==> config.mk <==
export PLATFORM = sky130hd
export DESIGN_NAME = button_ctrl
export DESIGN_NICKNAME = d
export VERILOG_FILES = /design/src/rtl/button_ctrl.sv
export SDC_FILE = /design/constraint.sdc
export NUM_CORES = 1
export LEC_CHECK = 0
export ABC_AREA = 1
export CAP_MARGIN = 20
export CORE_ASPECT_RATIO = 0.75
export CORE_MARGIN = 2
export CORE_UTILIZATION = 30
export CTS_CLUSTER_DIAMETER = 80
export DETAILED_ROUTE_END_ITERATION = 10
export SYNTH_ARGS = -nofsm -noshare
export SYNTH_HDL_FRONTEND = slang
export SYNTH_SLANG_ARGS = --single-unit
==> constraint.sdc <==
create_clock -name clk -period 2.6 [get_ports clk]
set_input_delay 0.52 -clock clk [delete_from_list [all_inputs] [get_ports clk]]
set_output_delay 0.52 -clock clk [all_outputs]
set_load 0.005 [all_outputs]
==> src/rtl/button_ctrl.sv <==
// ============================================================================
// button_ctrl
// ----------------------------------------------------------------------------
// Front-end control stage for the LED pattern FSM.
//   * Synchronises (2 flops) and debounces the two raw push buttons.
//   * Turns each debounced press into a toggled level plus a one-cycle pulse.
//   * Generates step_tick, a one-cycle clock-enable every 2**DIV_N cycles
//     while the enable level is high. The downstream FSM uses it instead of
//     a divided clock.
//
// Parameters
//   DIV_N     step_tick period is 2**DIV_N clk cycles (counts only while en=1)
//   SAMPLE_N  debounce sample period is 2**SAMPLE_N cycles (0 = every cycle)
//   DEB_N     consecutive equal samples needed to change a debounced level
//
// Ports
//   clk        in   system clock, all state on posedge
//   rst        in   synchronous reset, active low
//   btn_en     in   raw asynchronous enable button (1 = pressed)
//   btn_dir    in   raw asynchronous direction button (1 = pressed)
//   en         out  enable level, toggles once per debounced btn_en press
//   dir        out  direction level, toggles once per debounced btn_dir press
//   en_pulse   out  one-cycle pulse per debounced btn_en press
//   dir_pulse  out  one-cycle pulse per debounced btn_dir press
//   step_tick  out  one-cycle clock-enable for the downstream FSM
// ============================================================================
module button_ctrl #(
   parameter int DIV_N    = 25,
   parameter int SAMPLE_N = 16,
   parameter int DEB_N    = 4
) (
   input  logic clk,
   input  logic rst,
   input  logic btn_en,
   input  logic btn_dir,
   output logic en,
   output logic dir,
   output logic en_pulse,
   output logic dir_pulse,
   output logic step_tick
);

   localparam logic [0:0] ST_RELEASED = 1'b0;
   localparam logic [0:0] ST_PRESSED  = 1'b1;

   // Number of samples after reset before a debounce shift register holds
   // only genuine input history. Two samples can still see the cleared
   // synchroniser flops, and DEB_N more are needed to fill the register.
   localparam int PRIME_CNT = DEB_N + 2;
   localparam int PRIME_W   = $clog2(PRIME_CNT + 1);

   // ------------------------------------------------------------------------
   // Debounce sample strobe
   // ------------------------------------------------------------------------
   logic samp;

   generate
      if (SAMPLE_N == 0) begin : g_samp_every
         assign samp = 1'b1;
      end else begin : g_samp_cnt
         logic [SAMPLE_N-1:0] samp_cnt_q;

         always_ff @(posedge clk) begin
            if (!rst) begin
               samp_cnt_q <= '0;
            end else begin
               samp_cnt_q <= samp_cnt_q + SAMPLE_N'(1);
            end
         end

         assign samp = &samp_cnt_q;
      end
   endgenerate

   // ------------------------------------------------------------------------
   // Post-reset priming. A button still held through reset must first be
   // seen released. The cleared shift registers look like "released", so a
   // release only counts once the registers contain real samples.
   // ------------------------------------------------------------------------
   logic [PRIME_W-1:0] prime_cnt_q;
   logic               primed;

   assign primed = (prime_cnt_q == PRIME_W'(PRIME_CNT));

   always_ff @(posedge clk) begin
      if (!rst) begin
         prime_cnt_q <= '0;
      end else if (samp && !primed) begin
         prime_cnt_q <= prime_cnt_q + PRIME_W'(1);
      end
   end

   // ------------------------------------------------------------------------
   // Per-button synchroniser, debouncer and press FSM.
   // Index 0 is the enable button and index 1 is the direction button.
   // ------------------------------------------------------------------------
   logic [1:0] btn_raw;
   logic [1:0] level_w;
   logic [1:0] pulse_w;

   assign btn_raw = {btn_dir, btn_en};

   genvar gi;
   generate
      for (gi = 0; gi < 2; gi++) begin : g_btn
         logic             sync1_q;
         logic             sync2_q;
         logic [DEB_N-1:0] shift_q;
         logic             deb_q;
         logic             armed_q;
         logic             armed_d;
         logic [0:0]       state_q;
         logic [0:0]       state_d;
         logic             level_q;
         logic             level_d;
         logic             pulse_q;
         logic             pulse_d;

         always_comb begin
            state_d = state_q;
            level_d = level_q;
            pulse_d = 1'b0;
            armed_d = armed_q | (primed && (shift_q == '0));
            case (state_q)
               ST_RELEASED: begin
                  if (deb_q && armed_q) begin
                     state_d = ST_PRESSED;
                     pulse_d = 1'b1;
                     level_d = ~level_q;
                  end
               end
               ST_PRESSED: begin
                  if (!deb_q) begin
                     state_d = ST_RELEASED;
                  end
               end
               default: state_d = ST_RELEASED;
            endcase
         end

         always_ff @(posedge clk) begin
            if (!rst) begin
               sync1_q <= 1'b0;
               sync2_q <= 1'b0;
               shift_q <= '0;
               deb_q   <= 1'b0;
               armed_q <= 1'b0;
               state_q <= ST_RELEASED;
               level_q <= 1'b0;
               pulse_q <= 1'b0;
            end else begin
               sync1_q <= btn_raw[gi];
               sync2_q <= sync1_q;
               if (samp) begin
                  shift_q <= (shift_q << 1) | DEB_N'(sync2_q);
               end
               // A level changes only on a full run of equal samples.
               // Otherwise it holds.
               if (&shift_q) begin
                  deb_q <= 1'b1;
               end else if (shift_q == '0) begin
                  deb_q <= 1'b0;
               end
               armed_q <= armed_d;
               state_q <= state_d;
               level_q <= level_d;
               pulse_q <= pulse_d;
            end
         end

         assign level_w[gi] = level_q;
         assign pulse_w[gi] = pulse_q;
      end
   endgenerate

   // ------------------------------------------------------------------------
   // Step clock-enable. The counter holds its value while disabled, so
   // re-enabling resumes the current period instead of restarting it.
   // ------------------------------------------------------------------------
   logic [DIV_N-1:0] step_cnt_q;
   logic             step_tick_q;

   always_ff @(posedge clk) begin
      if (!rst) begin
         step_cnt_q  <= '0;
         step_tick_q <= 1'b0;
      end else begin
         step_tick_q <= 1'b0;
         if (level_w[0]) begin
            step_cnt_q  <= step_cnt_q + DIV_N'(1);
            step_tick_q <= &step_cnt_q;
         end
      end
   end

   assign en        = level_w[0];
   assign dir       = level_w[1];
   assign en_pulse  = pulse_w[0];
   assign dir_pulse = pulse_w[1];
   assign step_tick = step_tick_q;

endmodule

# Yosys cells after proc, flatten, opt, wreduce, memory -nomap -nowiden
# Index checks and enable logic that the tools add are counted.
# W data, S select, Z words.
totals:
  regBits: 67
  out_inout_bits: 5
  elab_cells: 62
  inputBits: 4
op_classes:
  bitwise: 9
  n_eq_ne: 1
  reduce_logical: 19
  muxes: 10
  addsub: 3
op_table:
  columns: ["operator", "count"]
  rows:
  - ["$add A25 B1 Y25 const B", 1]
  - ["$reduce_and A25 Y1", 1]
  - ["$add A16 B1 Y16 const B", 1]
  - ["$reduce_and A16 Y1", 1]
  - ["$logic_not A4 Y1", 2]
  - ["$mux W1", 8]
  - ["$or A4 B1 Y4", 2]
  - ["$reduce_and A4 Y1", 2]
  - ["$reduce_and A2 Y1", 3]
  - ["$logic_and A1 B1 Y1", 5]
  - ["$not A1 Y1", 5]
  - ["$pmux W1 S2", 2]
  - ["$reduce_bool A2 Y1", 2]
  - ["$reduce_or A2 Y1", 2]
  - ["$add A3 B1 Y3 const B", 1]
  - ["$eq A3 B3 Y1 const B", 1]
  - ["$or A1 B1 Y1", 2]
  - ["$logic_not A1 Y1", 1]

# Logic depth before layout (Yosys ltp)
logic_depth:
  depth_word: 3
  depth_mapped: 9
  depth_no_buf: 9

# Worst setup path before layout
# No wires, ideal clock.
synth_timing:
  kind: "register to register"
  startpoint: "register g_samp_cnt.samp_cnt_q[0]"
  endpoint: "register prime_cnt_q[2]"
  path_stages_with_launch: 9
  path_buffers: 1
  arrival_ps: 1260
  synth_period_minus_slack_ps: 1327
  path_slack_ps: 1273
  cell_sequence: "dfxtp_1 > ha_1 > nand2_2 > nor2_4 > nand2_4 > nor2_4 > buf_6 > nand3_1 > a21oi_2"
synth_via:
  elab_chain_len: 2
synth_rtl:
  columns: ["item", "line_no", "source"]
  rows:
  - ["start: declaration", "61", "logic [SAMPLE_N-1:0] samp_cnt_q;"]
  - ["start signal: assignment", "67", "samp_cnt_q <= samp_cnt_q + SAMPLE_N'(1);"]
  - ["$reduce_and A16 Y1", "71", "assign samp = &samp_cnt_q;"]
  - ["$logic_and A1 B1 Y1", "88", "end else if (samp && !primed) begin"]
  - ["end signal: assignment", "89", "prime_cnt_q <= prime_cnt_q + PRIME_W'(1);"]
  - ["end: declaration", "80", "logic [PRIME_W-1:0] prime_cnt_q;"]
# Every way passes these cells.
# A chain may end at the register's enable or synchronous reset.

# Worst setup path in the final report
layout_timing:
  startpoint: "register g_btn[0].level_q (netlist: en)"
  endpoint: "output en"
layout_rtl:
  columns: ["item", "line_no", "source"]
  rows:
  - ["start: declaration", "114", "logic level_q;"]
  - ["start signal: assignment", "166", "level_q <= level_d;"]
  - ["end: declaration", "36", "output logic en,"]
# No word-level cell between the ends.

==> results.sh <==
export IMPL_hold_violations=0
export IMPL_synth_mux_area_share_pct=0
export IMPL_fmax_mhz=513
export IMPL_drv_slew=0
export IMPL_period_share_pct=74.9
export IMPL_drive_gt1_share_pct=8.97
export IMPL_fp_dieW_um=119
export IMPL_crit_family="buffers and inverters"
export IMPL_crit_cells=1
export IMPL_syn_num_nets=426
export IMPL_rr_worst_depth=8
export IMPL_synthXorXnorAreaFrac_pct=2.07
export IMPL_portBuffers=8
export IMPL_path_max_fanout=9
export IMPL_synth_compound_area_share_pct=9.38
export IMPL_core_um2=9620
export IMPL_cts_setup_buffers=0
export IMPL_status="finished clean"
export IMPL_wl_um=5690
export IMPL_rsz0062_at_grt="false"
export IMPL_fin_nets=438
export IMPL_fp_row_count=31
export IMPL_cpPeakStageDelay_ns=0.57
export IMPL_cap_viol_max_count=0
export IMPL_drc=0
export IMPL_endpoint_kind="output port"
export IMPL_final_common_cell="nand2_1"
export IMPL_slew_headroom_pct=73.4
export IMPL_path_clk_slew_ns=0.06
export IMPL_startpoint="en"
export IMPL_detail_route_antenna_nets=0
export IMPL_syn_to_final_growth_pct=18.1
export IMPL_skew_ns=0.00553
export IMPL_grt_overflow_total=0
export IMPL_synth_area_um2=2960
export IMPL_cts_tree="done"
export IMPL_crit_type="register to output port"
export IMPL_hold_depth=2
export IMPL_crit_path_top_delay_cell="clkdlybuf4s50_1"
export IMPL_fin_crit_ns=1.95
export IMPL_clock_latency_ns=0.33
export IMPL_ys_ff_latch=67
export IMPL_tns_ns=0
export IMPL_via_count=2501
export IMPL_worst_slew_pin_transition_ns=0.400
export IMPL_powerDensity_nw_per_um2=674
export IMPL_cts_hold_buf=0
export IMPL_clk_path_buf_depth=2
export IMPL_crit_path_cell_trace="clkdlybuf4s50_1"
export IMPL_die_h_um=90.0
export IMPL_htreeDepth=3
export IMPL_dr_pass1_iters=4
export IMPL_ir_drop_uv=334
export IMPL_yosys_area_share_simple_pct=34.9
export IMPL_wire_per_inst_um=10.0
export IMPL_synth_top_family_by_area="simple AND/OR/NAND/NOR gates"
export IMPL_grt_pass1_wl_um=10000
export IMPL_clockRootBuffer="clkbuf_16"
export IMPL_drt_iter0_drc=137
export IMPL_setup_viol=0
export IMPL_required_ns=2.08
export IMPL_ys_warn_count=0
export IMPL_io_pins=9
export IMPL_synth_seq_area_share_pct=45.3
export IMPL_avgSynthCellArea_um2=7.08
export IMPL_utilization_pct=36.4
export IMPL_clock_sinks=67
export IMPL_synthAdderAreaFrac_pct=1.69
export IMPL_reg2reg_from="g_samp_cnt.samp_cnt_q[0]"
export IMPL_via_per_inst=4.41
export IMPL_grt_max_degree=35
export IMPL_cp_num_buf_inv=1
export IMPL_track_usage_pct=11.4
export IMPL_cts_buffers=9
export IMPL_first_global_vias=2259
export IMPL_antenna_found_initial=0
export IMPL_mostFrequentLayoutCells="nand2_1 (106), nor2_1 (73), dfxtp_1 (67)"
export IMPL_arrival_ns=1.43
export IMPL_initial_core_util_pct=30.8
export IMPL_ys_types=27
export IMPL_hold_class="register to register"
export IMPL_leakage_nw=1.29
export IMPL_startpoint_type="register"
export IMPL_dp_hpwl_um=4000
export IMPL_min_from="g_btn[1].sync1_q"
export IMPL_synthCells=418
export IMPL_dieArea_um2=10700
export IMPL_cts_resized_gates=0
export IMPL_gp_congestion=0.815
export IMPL_antenna_cells=0
==> cell type report <==
| cell class | count | area, µm² |
|---|---|---|
| Clock buffer | 9 | 225 |
| Clock inverter | 7 | 91.3 |
| Fill cell | 1023 | 6120 |
| Inverter | 40 | 150 |
| Multi-Input combinational cell | 301 | 1420 |
| Sequential cell | 67 | 1340 |
| Tap cell | 132 | 165 |
| Timing Repair Buffer | 11 | 103 |
==> cells in the mapped netlist <==
master | instances | area (µm²)
a211oi_1 | 1 | 7.51
a21oi_1 | 38 | 190
a21oi_2 | 2 | 17.5
buf_2 | 1 | 5.00
buf_6 | 1 | 11.3
clkbuf_1 | 7 | 26.3
clkbuf_2 | 1 | 5.00
clkinv_1 | 1 | 3.75
dfxtp_1 | 67 | 1340
ha_1 | 4 | 50.1
inv_1 | 39 | 146
nand2_1 | 106 | 398
nand2_2 | 3 | 18.8
nand2_4 | 1 | 11.3
nand3_1 | 26 | 130
nand3_2 | 2 | 20.0
nand3b_1 | 4 | 30.0
nand4_1 | 8 | 50.1
nor2_1 | 73 | 274
nor2_2 | 8 | 50.1
nor2_4 | 3 | 33.8
nor3_1 | 2 | 10.0
o21a_1 | 1 | 7.51
o21ai_0 | 11 | 55.1
or2_2 | 1 | 6.26
xnor2_1 | 3 | 26.3
xor2_1 | 4 | 35.0
==> stage by stage <==
stage               instance area (µm²)  setup slack (ns)  hold WS (ns)  instances  power, mW
floorplan                          2960              1.27         0.390        418       1.09
global route                       3500             0.596         0.435        567       2.44
CTS                                3500             0.631         0.416        567       2.39
finish                             3500             0.652         0.412        567       2.36
global placement                   3180             0.901         0.402        551       1.10
detailed placement                 3180             0.873         0.401        551       1.10
==> power by group <==
group / switching [mW] / total [mW] / leakage (nW) / internal (mW)
registers: 0.00407 / 1.04 / 0.541 / 1.03
clock network: 0.443 / 1.28 / 0.156 / 0.836
logic: 0.0254 / 0.0387 / 0.594 / 0.0132
total: 0.472 / 2.36 / 1.29 / 1.88
==> final timing paths <==
kind / end / slack (ns)
worst max-delay path: en / 0.65
worst min-delay path: g_btn[1].sync2_q / 0.41
worst max register to register: g_btn[1].shift_q[3] / 0.91
worst min register to register: g_btn[1].sync2_q / 0.41
==> state kept, by name, indices dropped and copies added, names as in the netlist <==
signal	count
g_btn.state_q	2
g_btn.sync2_q	2
en	1
dir	1
g_btn.sync1_q	2
en_pulse	1
g_samp_cnt.samp_cnt_q	16
dir_pulse	1
step_cnt_q	25
g_btn.shift_q	8
g_btn.armed_q	2
prime_cnt_q	3
step_tick	1
g_btn.deb_q	2
==> worst register-to-register path, delay by kind of cell, from the launching register on <==
family                     cells  cell delay (ns)
AOI/OAI and AO/OA              1             0.07
adders and majority gates      1             0.20
buffers and inverters          1             0.22
DFF                            1             0.37
and+or+nand+nor                5             0.71
==> cells by family (layout without fill, tap and decap cells) <==
logic type / count (synthesis) / count (layout)
DFF: 67 / 67
AOI/OAI and AO/OA: 53 / 53
and+or+nand+nor: 237 / 237
buffers and inverters: 50 / 67
adders and majority gates: 4 / 4
xor gates and xnor gates: 7 / 7
==> routing by layer <==
metal / up-vias / global-route usage [%] / share of wire [%]
li1: 1353 / - / -
met1: 1111 / 15.3 / 53
met2: 31 / 16.8 / 41
met3: 6 / 3.87 / 3.8
met4: 0 / 4.76 / 1.2
met5: - / 0 / 0
Note: power is estimated with default switching activity, not from simulation.
